<file path="src/rtl/sram_router_pkg.sv">
// Shared constants and types for the SRAM channel router.
package sram_router_pkg;

   function automatic int calc_ch_bits(input int n);
      return (n <= 2) ? 1 : $clog2(n);
   endfunction

   localparam int CH_BITS = calc_ch_bits(3);

   // Order-FIFO entries are {err, ch}; err set marks a read to a missing channel.
   localparam logic ORD_ERR = 1'b1;

   typedef enum logic {
      RSP_IDLE = 1'b0,
      RSP_SEND = 1'b1
   } rsp_state_t;

endpackage

</file>
<file path="src/rtl/sram_chan_router_if.sv">
// User-side request/response bus of the SRAM channel router.
interface sram_chan_router_if #(
   parameter int ADDR_W = 21,
   parameter int DATA_W = 72,
   parameter int BW_W   = 8
);
   logic              req_valid;
   logic              req_ready;
   logic              req_wr;
   logic [ADDR_W-1:0] req_addr;
   logic [DATA_W-1:0] req_data;
   logic [BW_W-1:0]   req_bw_n;
   logic              rsp_valid;
   logic [DATA_W-1:0] rsp_data;
   logic              rsp_err;

   modport master (output req_valid, req_wr, req_addr, req_data, req_bw_n,
                   input  req_ready, rsp_valid, rsp_data, rsp_err);
   modport slave  (input  req_valid, req_wr, req_addr, req_data, req_bw_n,
                   output req_ready, rsp_valid, rsp_data, rsp_err);
endinterface

</file>
<file path="src/rtl/sram_router_fifo.sv">
// Synchronous show-ahead FIFO; DEPTH must be a power of two >= 2.
module sram_router_fifo #(
   parameter int WIDTH = 8,
   parameter int DEPTH = 8
) (
   input  logic             memclk,
   input  logic             memreset_n,
   input  logic             push,
   input  logic [WIDTH-1:0] wr_data,
   input  logic             pop,
   output logic [WIDTH-1:0] rd_data,
   output logic             full,
   output logic             empty
);
   localparam int AW = $clog2(DEPTH);

   logic [WIDTH-1:0] mem [DEPTH];
   logic [AW-1:0]    wr_ptr, rd_ptr;
   logic [AW:0]      count;
   logic             do_push, do_pop;

   assign do_push = push & ~full;
   assign do_pop  = pop & ~empty;
   assign full    = (count == (AW+1)'(DEPTH));
   assign empty   = (count == '0);
   assign rd_data = mem[rd_ptr];

   always_ff @(posedge memclk or negedge memreset_n) begin
      if (!memreset_n) begin
         wr_ptr <= '0;
         rd_ptr <= '0;
         count  <= '0;
      end else begin
         if (do_push) wr_ptr <= wr_ptr + AW'(1);
         if (do_pop)  rd_ptr <= rd_ptr + AW'(1);
         case ({do_push, do_pop})
            2'b10:   count <= count + (AW+1)'(1);
            2'b01:   count <= count - (AW+1)'(1);
            default: count <= count;
         endcase
      end
   end

   always_ff @(posedge memclk) begin
      if (do_push) mem[wr_ptr] <= wr_data;
   end
endmodule

</file>
<file path="src/rtl/sram_chan_router.sv">
// Routes user requests to per-channel QDRII controllers and returns reads in order.
// state    | meaning
// RSP_IDLE | no response presented this cycle
// RSP_SEND | rsp_valid high with the entry popped on the previous cycle
module sram_chan_router
   import sram_router_pkg::*;
#(
   parameter int NUM_CHANNELS   = 3,
   parameter int MEM_ADDR_WIDTH = 19,
   parameter int MEM_WIDTH      = 36,
   parameter int MEM_BW_WIDTH   = 4,
   parameter int ORDER_DEPTH    = 16,
   parameter int RET_DEPTH      = 8
) (
   input  logic                                     memclk,
   input  logic                                     memreset_n,
   sram_chan_router_if.slave                        bus,
   output logic [NUM_CHANNELS-1:0]                  user_ad_w_n,
   output logic [NUM_CHANNELS-1:0]                  user_d_w_n,
   output logic [NUM_CHANNELS-1:0]                  user_r_n,
   output logic [NUM_CHANNELS*MEM_ADDR_WIDTH-1:0]   user_ad_wr,
   output logic [NUM_CHANNELS*MEM_ADDR_WIDTH-1:0]   user_ad_rd,
   output logic [NUM_CHANNELS*2*MEM_WIDTH-1:0]      user_dw,
   output logic [NUM_CHANNELS*2*MEM_BW_WIDTH-1:0]   user_bw_n,
   input  logic [NUM_CHANNELS-1:0]                  user_wr_full,
   input  logic [NUM_CHANNELS-1:0]                  user_rd_full,
   input  logic [NUM_CHANNELS-1:0]                  user_qr_valid,
   input  logic [NUM_CHANNELS-1:0]                  cal_done,
   input  logic [NUM_CHANNELS*2*MEM_WIDTH-1:0]      user_qr,
   output logic                                     all_cal_done
);
   localparam int CHB  = calc_ch_bits(NUM_CHANNELS);
   localparam int NPAD = 1 << CHB;
   localparam int DW   = 2*MEM_WIDTH;
   localparam int BWW  = 2*MEM_BW_WIDTH;
   localparam int CW   = $clog2(RET_DEPTH) + 1;
   localparam int OW   = CHB + 1;

   logic [CHB-1:0]            req_ch, head_ch;
   logic [MEM_ADDR_WIDTH-1:0] req_word;
   logic                      oor, run, accept, wr_hit, rd_hit;
   logic [NPAD-1:0]           wr_ok, rd_ok, ret_ne;
   logic [DW-1:0]             ret_q [NPAD];
   logic [CW-1:0]             out_cnt [NUM_CHANNELS];
   logic [NUM_CHANNELS-1:0]   ret_full, ret_empty, ret_push, ret_pop, rd_inc;
   logic [OW-1:0]             ord_head;
   logic                      ord_full, ord_empty, head_err, pop_ord;
   rsp_state_t                rsp_state;
   logic                      rsp_err_q;
   logic [DW-1:0]             rsp_data_q;

   assign req_ch       = bus.req_addr[CHB+MEM_ADDR_WIDTH-1 -: CHB];
   assign req_word     = bus.req_addr[MEM_ADDR_WIDTH-1:0];
   assign oor          = ({1'b0, req_ch} >= (CHB+1)'(NUM_CHANNELS));
   assign all_cal_done = &cal_done;

   // Missing channels never backpressure; OOR reads only need an order slot.
   assign bus.req_ready = run & all_cal_done &
                          (bus.req_wr ? (oor | wr_ok[req_ch])
                                      : (~ord_full & (oor | rd_ok[req_ch])));
   assign accept = bus.req_valid & bus.req_ready;
   assign wr_hit = accept &  bus.req_wr & ~oor;
   assign rd_hit = accept & ~bus.req_wr & ~oor;

   assign head_err = ord_head[CHB];
   assign head_ch  = ord_head[CHB-1:0];
   assign pop_ord  = ~ord_empty & (head_err | ret_ne[head_ch]);

   always_comb begin
      wr_ok    = '0;
      rd_ok    = '0;
      ret_ne   = '0;
      ret_push = '0;
      ret_pop  = '0;
      rd_inc   = '0;
      for (int c = 0; c < NUM_CHANNELS; c++) begin
         wr_ok[c]    = ~user_wr_full[c];
         rd_ok[c]    = ~user_rd_full[c] & (out_cnt[c] < CW'(RET_DEPTH));
         ret_ne[c]   = ~ret_empty[c];
         ret_push[c] = user_qr_valid[c] & (out_cnt[c] != '0) & ~ret_full[c];
         ret_pop[c]  = pop_ord & ~head_err & (head_ch == CHB'(c));
         rd_inc[c]   = rd_hit & (req_ch == CHB'(c));
      end
   end

   always_ff @(posedge memclk or negedge memreset_n) begin
      if (!memreset_n) begin
         run         <= 1'b0;
         user_ad_w_n <= '1;
         user_d_w_n  <= '1;
         user_r_n    <= '1;
         user_ad_wr  <= '0;
         user_ad_rd  <= '0;
         user_dw     <= '0;
         user_bw_n   <= '0;
         for (int c = 0; c < NUM_CHANNELS; c++) out_cnt[c] <= '0;
      end else begin
         run <= 1'b1;
         for (int c = 0; c < NUM_CHANNELS; c++) begin
            user_ad_w_n[c] <= ~(wr_hit && req_ch == CHB'(c));
            user_d_w_n[c]  <= ~(wr_hit && req_ch == CHB'(c));
            user_r_n[c]    <= ~rd_inc[c];
            if (wr_hit && req_ch == CHB'(c)) begin
               user_ad_wr[c*MEM_ADDR_WIDTH +: MEM_ADDR_WIDTH] <= req_word;
               user_dw[c*DW +: DW]                             <= bus.req_data;
               user_bw_n[c*BWW +: BWW]                         <= bus.req_bw_n;
            end
            if (rd_inc[c]) user_ad_rd[c*MEM_ADDR_WIDTH +: MEM_ADDR_WIDTH] <= req_word;
            case ({rd_inc[c], ret_pop[c]})
               2'b10:   out_cnt[c] <= out_cnt[c] + CW'(1);
               2'b01:   out_cnt[c] <= out_cnt[c] - CW'(1);
               default: out_cnt[c] <= out_cnt[c];
            endcase
         end
      end
   end

   sram_router_fifo #(.WIDTH(OW), .DEPTH(ORDER_DEPTH)) u_order (
      .memclk     (memclk),
      .memreset_n (memreset_n),
      .push       (accept & ~bus.req_wr),
      .wr_data    (oor ? {ORD_ERR, req_ch} : {~ORD_ERR, req_ch}),
      .pop        (pop_ord),
      .rd_data    (ord_head),
      .full       (ord_full),
      .empty      (ord_empty)
   );

   for (genvar c = 0; c < NUM_CHANNELS; c++) begin : g_ret
      sram_router_fifo #(.WIDTH(DW), .DEPTH(RET_DEPTH)) u_ret (
         .memclk     (memclk),
         .memreset_n (memreset_n),
         .push       (ret_push[c]),
         .wr_data    (user_qr[c*DW +: DW]),
         .pop        (ret_pop[c]),
         .rd_data    (ret_q[c]),
         .full       (ret_full[c]),
         .empty      (ret_empty[c])
      );
   end
   for (genvar c = NUM_CHANNELS; c < NPAD; c++) begin : g_pad
      assign ret_q[c] = '0;
   end

   always_ff @(posedge memclk or negedge memreset_n) begin
      if (!memreset_n) begin
         rsp_state  <= RSP_IDLE;
         rsp_err_q  <= 1'b0;
         rsp_data_q <= '0;
      end else if (pop_ord) begin
         rsp_state  <= RSP_SEND;
         rsp_err_q  <= head_err;
         rsp_data_q <= head_err ? '0 : ret_q[head_ch];
      end else begin
         rsp_state  <= RSP_IDLE;
         rsp_err_q  <= 1'b0;
      end
   end

   assign bus.rsp_valid = (rsp_state == RSP_SEND);
   assign bus.rsp_err   = rsp_err_q;
   assign bus.rsp_data  = rsp_data_q;
endmodule
</file>
<file path="src/flat_wrapper.sv">
// flat-port wrapper written by rule: the top's interface ports become plain ports
module sram_chan_router_flat import sram_router_pkg::*;
#(
   parameter int NUM_CHANNELS   = 3,
   parameter int MEM_ADDR_WIDTH = 19,
   parameter int MEM_WIDTH      = 36,
   parameter int MEM_BW_WIDTH   = 4,
   parameter int ORDER_DEPTH    = 16,
   parameter int RET_DEPTH      = 8
)
  (memclk, memreset_n, user_ad_w_n, user_d_w_n, user_r_n, user_ad_wr, user_ad_rd, user_dw, user_bw_n, user_wr_full, user_rd_full, user_qr_valid, cal_done, user_qr, all_cal_done, bus_req_valid, bus_req_wr, bus_req_addr, bus_req_data, bus_req_bw_n, bus_req_ready, bus_rsp_valid, bus_rsp_data, bus_rsp_err);
  sram_chan_router_if bus_i ();
  input  logic memclk;
  input  logic memreset_n;
  output logic [NUM_CHANNELS-1:0] user_ad_w_n;
  output logic [NUM_CHANNELS-1:0] user_d_w_n;
  output logic [NUM_CHANNELS-1:0] user_r_n;
  output logic [NUM_CHANNELS*MEM_ADDR_WIDTH-1:0] user_ad_wr;
  output logic [NUM_CHANNELS*MEM_ADDR_WIDTH-1:0] user_ad_rd;
  output logic [NUM_CHANNELS*2*MEM_WIDTH-1:0] user_dw;
  output logic [NUM_CHANNELS*2*MEM_BW_WIDTH-1:0] user_bw_n;
  input  logic [NUM_CHANNELS-1:0] user_wr_full;
  input  logic [NUM_CHANNELS-1:0] user_rd_full;
  input  logic [NUM_CHANNELS-1:0] user_qr_valid;
  input  logic [NUM_CHANNELS-1:0] cal_done;
  input  logic [NUM_CHANNELS*2*MEM_WIDTH-1:0] user_qr;
  output logic all_cal_done;
  input wire logic [$bits(bus_i.req_valid)-1:0] bus_req_valid;
  input wire logic [$bits(bus_i.req_wr)-1:0] bus_req_wr;
  input wire logic [$bits(bus_i.req_addr)-1:0] bus_req_addr;
  input wire logic [$bits(bus_i.req_data)-1:0] bus_req_data;
  input wire logic [$bits(bus_i.req_bw_n)-1:0] bus_req_bw_n;
  output wire logic [$bits(bus_i.req_ready)-1:0] bus_req_ready;
  output wire logic [$bits(bus_i.rsp_valid)-1:0] bus_rsp_valid;
  output wire logic [$bits(bus_i.rsp_data)-1:0] bus_rsp_data;
  output wire logic [$bits(bus_i.rsp_err)-1:0] bus_rsp_err;
  assign bus_i.req_valid = bus_req_valid;
  assign bus_i.req_wr = bus_req_wr;
  assign bus_i.req_addr = bus_req_addr;
  assign bus_i.req_data = bus_req_data;
  assign bus_i.req_bw_n = bus_req_bw_n;
  assign bus_req_ready = bus_i.req_ready;
  assign bus_rsp_valid = bus_i.rsp_valid;
  assign bus_rsp_data = bus_i.rsp_data;
  assign bus_rsp_err = bus_i.rsp_err;
  sram_chan_router #(.NUM_CHANNELS(NUM_CHANNELS), .MEM_ADDR_WIDTH(MEM_ADDR_WIDTH), .MEM_WIDTH(MEM_WIDTH), .MEM_BW_WIDTH(MEM_BW_WIDTH), .ORDER_DEPTH(ORDER_DEPTH), .RET_DEPTH(RET_DEPTH)) u_core (.memclk(memclk), .memreset_n(memreset_n), .bus(bus_i), .user_ad_w_n(user_ad_w_n), .user_d_w_n(user_d_w_n), .user_r_n(user_r_n), .user_ad_wr(user_ad_wr), .user_ad_rd(user_ad_rd), .user_dw(user_dw), .user_bw_n(user_bw_n), .user_wr_full(user_wr_full), .user_rd_full(user_rd_full), .user_qr_valid(user_qr_valid), .cal_done(cal_done), .user_qr(user_qr), .all_cal_done(all_cal_done));
endmodule
</file>
<file path="config.mk">
export PLATFORM = sky130hd
export DESIGN_NAME = sram_chan_router_flat
export DESIGN_NICKNAME = d
export VERILOG_FILES = /design/src/rtl/sram_router_pkg.sv /design/src/rtl/sram_chan_router_if.sv /design/src/rtl/sram_router_fifo.sv /design/src/rtl/sram_chan_router.sv /design/src/flat_wrapper.sv
export SDC_FILE = /design/constraint.sdc
export NUM_CORES = 2
export LEC_CHECK = 0
export CAP_MARGIN = 20
export CORE_ASPECT_RATIO = 0.6
export CORE_MARGIN = 10
export CORE_UTILIZATION = 40
export CTS_BUF_LIST = sky130_fd_sc_hd__clkbuf_2
export CTS_CLUSTER_SIZE = 12
export DETAILED_ROUTE_END_ITERATION = 10
export DONT_BUFFER_PORTS = 1
export PLACE_DENSITY_LB_ADDON = 0.2
export SETUP_SLACK_MARGIN = 0.5
export SLEW_MARGIN = 15
export SYNTH_ARGS = -nofsm -noshare
export SYNTH_HDL_FRONTEND = slang
export SYNTH_SLANG_ARGS = --single-unit
export TNS_END_PERCENT = 10
</file>
<file path="constraint.sdc">
create_clock -name memclk -period 16.3 [get_ports memclk]
set_clock_uncertainty 0.15 [all_clocks]
set_input_delay 2.445 -clock memclk [delete_from_list [all_inputs] [get_ports memclk]]
set_output_delay 2.445 -clock memclk [all_outputs]
set_load 0.05 [all_outputs]
</file>
==> summary.md <==
| Metric | Value |
|---|---|
| Clock root buffer | `clkbuf_2` |
| Post-synthesis net count | `around 4.5k` |
| Synthesized area per cell | `~21 um2` |
| I/O pins | `slightly below 800` |
| Gr usage total | `0.195` |
| Worst Hold Class | `reg2reg` |
| Number of buffers created by CTS | `about 540` |
| Vias in the first global route | `roughly 44k` |
| Hold depth | `1` |
| Worst R2R Start | `u_core.u_order.rd_ptr[0]` |
| Final setup vio count | `0` |
| Number of nets in the layout | `between 4k and 5k` |
| VDD IR-drop max | `about 0.15 mV` |
| Final core utilization | `0.443` |
| Sw Ratio | `0.366` |
| Slew at the pin closest to its max-slew limit | `~1.1 ns` |
| Syn Inst Count | `a little over 4k` |
| R2R depth | `9` |
| Outcome | `finished clean` |
| Logic gate share of total power | `0.304` |
| Register area share after synthesis | `0.754` |
| Synthesis-to-layout area growth | `9.93%` |
| Clk slew on worst S/H paths | `0.10 ns` |
| Data arrival, critical path | `3.64 ns` |
| Yosys warns | `0` |
| DRC | `0` |
| Cell Area, Synth | `~87000 um2` |
| Hold buffers post-CTS | `0` |
| CTS resizes | `0` |
| CP max stage delay | `approximately 0.59 ns` |
| Worst Path Required | `about 14 ns` |
| Final Hold Viols | `0` |
| Initial antenna violation count | `12` |
| Delay-heaviest family, CP | `simple AND/OR/NAND/NOR gates` |
| First-pass GRT wire length | `between 300 and 400 mm` |
| Nature of the critical path endpoint | `output pin` |
| Die Area | `237000 um2` |
| Async S/R FF share, synth | `0.216` |
| Kind of critical path | `in2out` |
| CTS sink cnt | `~2.3k` |
| Vias | `about 43k` |
| Post-CTS setup buffers | `0` |
| Clock Latency Late Sink | `roughly 1.5 ns` |
| CP Max Fanout | `2` |
| Post-synth EDFFs | `~1.8k` |
| Final wirelength | `between 200 and 250 mm` |
| Top_reg_cell synth | `edfxtp_1` |
| CTS tree | `built` |
| ANT nets after route | `0` |
| Final Cycle Share | `0.382` |
| Post-synth cell types | `59` |
| WL/cell | `roughly 31 um` |
| WP depth | `4` |
| Max Slew Vio Count | `0` |
| RD Place Congestion | `~0.76` |
| Clock Power Share | `0.227` |
| Crit-path cells | `and3_1, nand2_1, a21oi_1, buf_4` |
| Slowest CP cell | `and3_1` |
| Reg-to-reg setup timing slack | `11.66 ns` |
| Proportion of layout cells with a drive suffix above 1 | `0.382` |
| Largest net degree at the start of global routing | `491` |
| Cell Rows | `approximately 130` |
| Worst path buffer plus inverter count | `1` |
| Max Cap Violations | `0` |
| Achievable Freq | `160 MHz` |
| Seq pwr share | `0.469` |
| Via density | `5.45` |
| Starting Density | `0.403` |
| Fin crit period | `between 6 and 7 ns` |
| Pwr Density | `175 nW/um2` |
| Max clock buf depth | `4` |
| PortBufs | `0` |
| CP endpoint | `bus_req_ready` |
| Initial DRC count | `~3.7k` |
| Leakage | `34.3 nW` |
| Psw | `between 6 and 7 mW` |
| Sum Neg Setup Slack | `0 ns` |
| CTS H-tree depth | `6` |
| Die W | `622 um` |
| CP startpoint kind | `input pin` |
| Slew headroom | `0.243` |
| Critical register-to-register path endpoint | `u_core.bus.rsp_data[23]` |
| Placeable core area | `~220000 um2` |
| Synth Register Bits | `approximately 2.3k` |
| Die H | `between 300 and 400 um` |
| DRT Pass-1 Iters | `5` |
| Worst setup startpoint | `cal_done[2]` |
| Final HPWL from detailed placement | `147 mm` |
| Cell Int Power | `about 11 mW` |
| RSZ-0062 raised after global routing | `false` |
| Gr ovfl total | `0` |
registers in the layout, indices dropped and copies added, names as in the netlist, 4 cells and up:
name                       flops
u_core.out_cnt                12
u_core.user_ad_rd             57
u_core.g_ret.u_ret.rd_ptr      9
u_core.user_ad_wr             57
u_core.g_ret.u_ret.mem      1728
u_core.g_ret.u_ret.count      12
u_core.u_order.mem            48
u_core.u_order.rd_ptr          4
u_core.user_bw_n              24
u_core.u_order.wr_ptr          4
u_core.u_order.count           5
u_core.g_ret.u_ret.wr_ptr      9
u_core.bus.rsp_data           72
u_core.user_dw               216
metal layers:
layer	part of all wire	vias up	wire (um)	track usage
li1	-	17912	-	-
met2	0.49	1558	118000	0.319
met4	0.018	8	4230	0.0453
met5	0.00023	-	54	0
met1	0.42	22853	101000	0.263
met3	0.069	318	16500	0.0512
worst register-to-register path, stage by stage (launching register included):
cell and delay, ns:
dfrtp_1 0.52, buf_4 0.34, mux2i_1 0.13, a221oi_1 0.52, o21ai_0 0.30, nand2_4 0.61, buf_4 0.84, nand2_1 0.52
a32oi_1 0.45, o2bb2ai_1 0.10
cells by family after synthesis:
kind of cell,after synthesis,share of synthesized area
adder cells (fa/ha/maj),37,0.00566
AND/OR/NAND/NOR,274,0.0142
buffers and inverters,255,0.0129
multiplexers,1036,0.190
other,1,0.0000431
flip-flops,2266,0.754
XOR/XNOR,50,0.00503
AO/OA/AOI/OAI,201,0.0189
cell usage after synthesis, types with 2 or more instances:
| cell type | n | area, um2 |
|---|---|---|
| edfxtp_1 | 1776 | 53300 |
| dfrtp_1 | 484 | 12100 |
| mux4_2 | 440 | 9910 |
| mux2_2 | 420 | 4730 |
| nand2_1 | 171 | 642 |
| mux2i_1 | 157 | 1570 |
| clkbuf_1 | 102 | 383 |
| a32oi_1 | 72 | 631 |
| buf_2 | 72 | 360 |
| o2bb2ai_1 | 72 | 631 |
| inv_1 | 35 | 131 |
| nor2_1 | 34 | 128 |
| buf_1 | 33 | 124 |
| ha_1 | 33 | 413 |
| xor2_1 | 28 | 245 |
| xnor2_1 | 22 | 193 |
| mux2_4 | 19 | 285 |
| a21oi_1 | 13 | 65.1 |
| nor3_1 | 12 | 60.1 |
| o21ai_0 | 12 | 60.1 |
| and2_1 | 11 | 68.8 |
| nor3b_1 | 10 | 75.1 |
| nor4_1 | 10 | 62.6 |
| buf_6 | 8 | 90.1 |
| nand2b_1 | 8 | 50.1 |
| dfstp_2 | 6 | 158 |
| a21o_1 | 5 | 37.5 |
| buf_4 | 5 | 37.5 |
| nor2b_1 | 5 | 31.3 |
| a221oi_1 | 4 | 35.0 |
| fa_1 | 4 | 80.1 |
| o41ai_1 | 3 | 26.3 |
| a22oi_1 | 2 | 15.0 |
| and3_1 | 2 | 12.5 |
| nand3_1 | 2 | 10.0 |
| nor4_4 | 2 | 42.5 |
| o21ai_2 | 2 | 17.5 |
| o22ai_1 | 2 | 12.5 |
| o31ai_1 | 2 | 15.0 |
power by group through the flow:
stage / combinational [mW] / sequential [mW] / clock, mW
floorplan: 3.60 / 7.72 / 0
global route: 5.49 / 7.94 / 4.24
CTS: 5.21 / 7.87 / 3.94
global placement: 5.17 / 7.98 / 0
finish: 5.10 / 7.85 / 3.79
detailed placement: 5.19 / 8.00 / 0
cells in the final DEF, fill, tap and decap left out, drive strengths merged, types with 2 or more instances in the layout:
| master | n |
|---|---|
| a21o | 5 |
| mux2 | 439 |
| o22ai | 2 |
| o41ai | 3 |
| clkinv | 95 |
| dfrtp | 484 |
| mux4 | 440 |
| fa | 4 |
| nor4 | 12 |
| buf | 93 |
| edfxtp | 1776 |
| inv | 48 |
| xnor2 | 22 |
| diode | 10 |
| o31ai | 2 |
| nand2 | 172 |
| clkinvlp | 10 |
| mux2i | 157 |
| nor2 | 35 |
| a32oi | 72 |
| and3 | 2 |
| nor3 | 13 |
| nand2b | 8 |
| xor2 | 28 |
| nand3 | 2 |
| clkbuf | 808 |
| o2bb2ai | 72 |
| dfstp | 6 |
| bufinv | 13 |
| ha | 33 |
| and2 | 11 |
| o21ai | 15 |
| a221oi | 4 |
| nor3b | 10 |
| a22oi | 2 |
| a21oi | 13 |
| nor2b | 5 |
through the flow:
| stage | hold slack, ns | cell area (um2) | instances | worst slack (ns) | total power [mW] |
|---|---|---|---|---|---|
| 6_report | 0.350 | 95700 | 7823 | 10.07 | 16.7 |
| 2_1_floorplan | 0.305 | 87000 | 4120 | 7.24 | 11.3 |
| 3_3_place_gp | 0.333 | 90600 | 6868 | 9.58 | 13.2 |
| 3_5_place_dp | 0.333 | 90600 | 6869 | 9.59 | 13.2 |
| 5_1_grt | 0.195 | 95700 | 7815 | 9.97 | 17.7 |
| 4_1_cts | 0.228 | 95500 | 7808 | 10.05 | 17.0 |
final cells by class:
class	instances	area, um2
Timing Repair Buffer	93	823
Sequential cell	2266	65600
Antenna cell	10	25.0
Multi-Input combinational cell	1599	20500
Clock inverter	131	897
Fill cell	18779	120000
Inverter	35	131
Clock buffer	808	4040
Tap cell	2881	3600
worst min-delay path by stage:
stage	startpoint	endpoint	slack (ns)
floorplan	u_core.u_order.count[4]	u_core.u_order.count[4]	0.31
global placement	u_core.g_ret[1].u_ret.count[3]	u_core.g_ret[1].u_ret.count[3]	0.33
detailed placement	u_core.g_ret[2].u_ret.count[3]	u_core.g_ret[2].u_ret.count[3]	0.33
CTS	memreset_n	u_core.bus.rsp_data[17]	0.23
global route	memreset_n	u_core.bus.rsp_data[9]	0.19
finish	u_core.g_ret[0].u_ret.wr_ptr[2]	u_core.g_ret[0].u_ret.wr_ptr[2]	0.35
(Power assumes the default switching activity.)
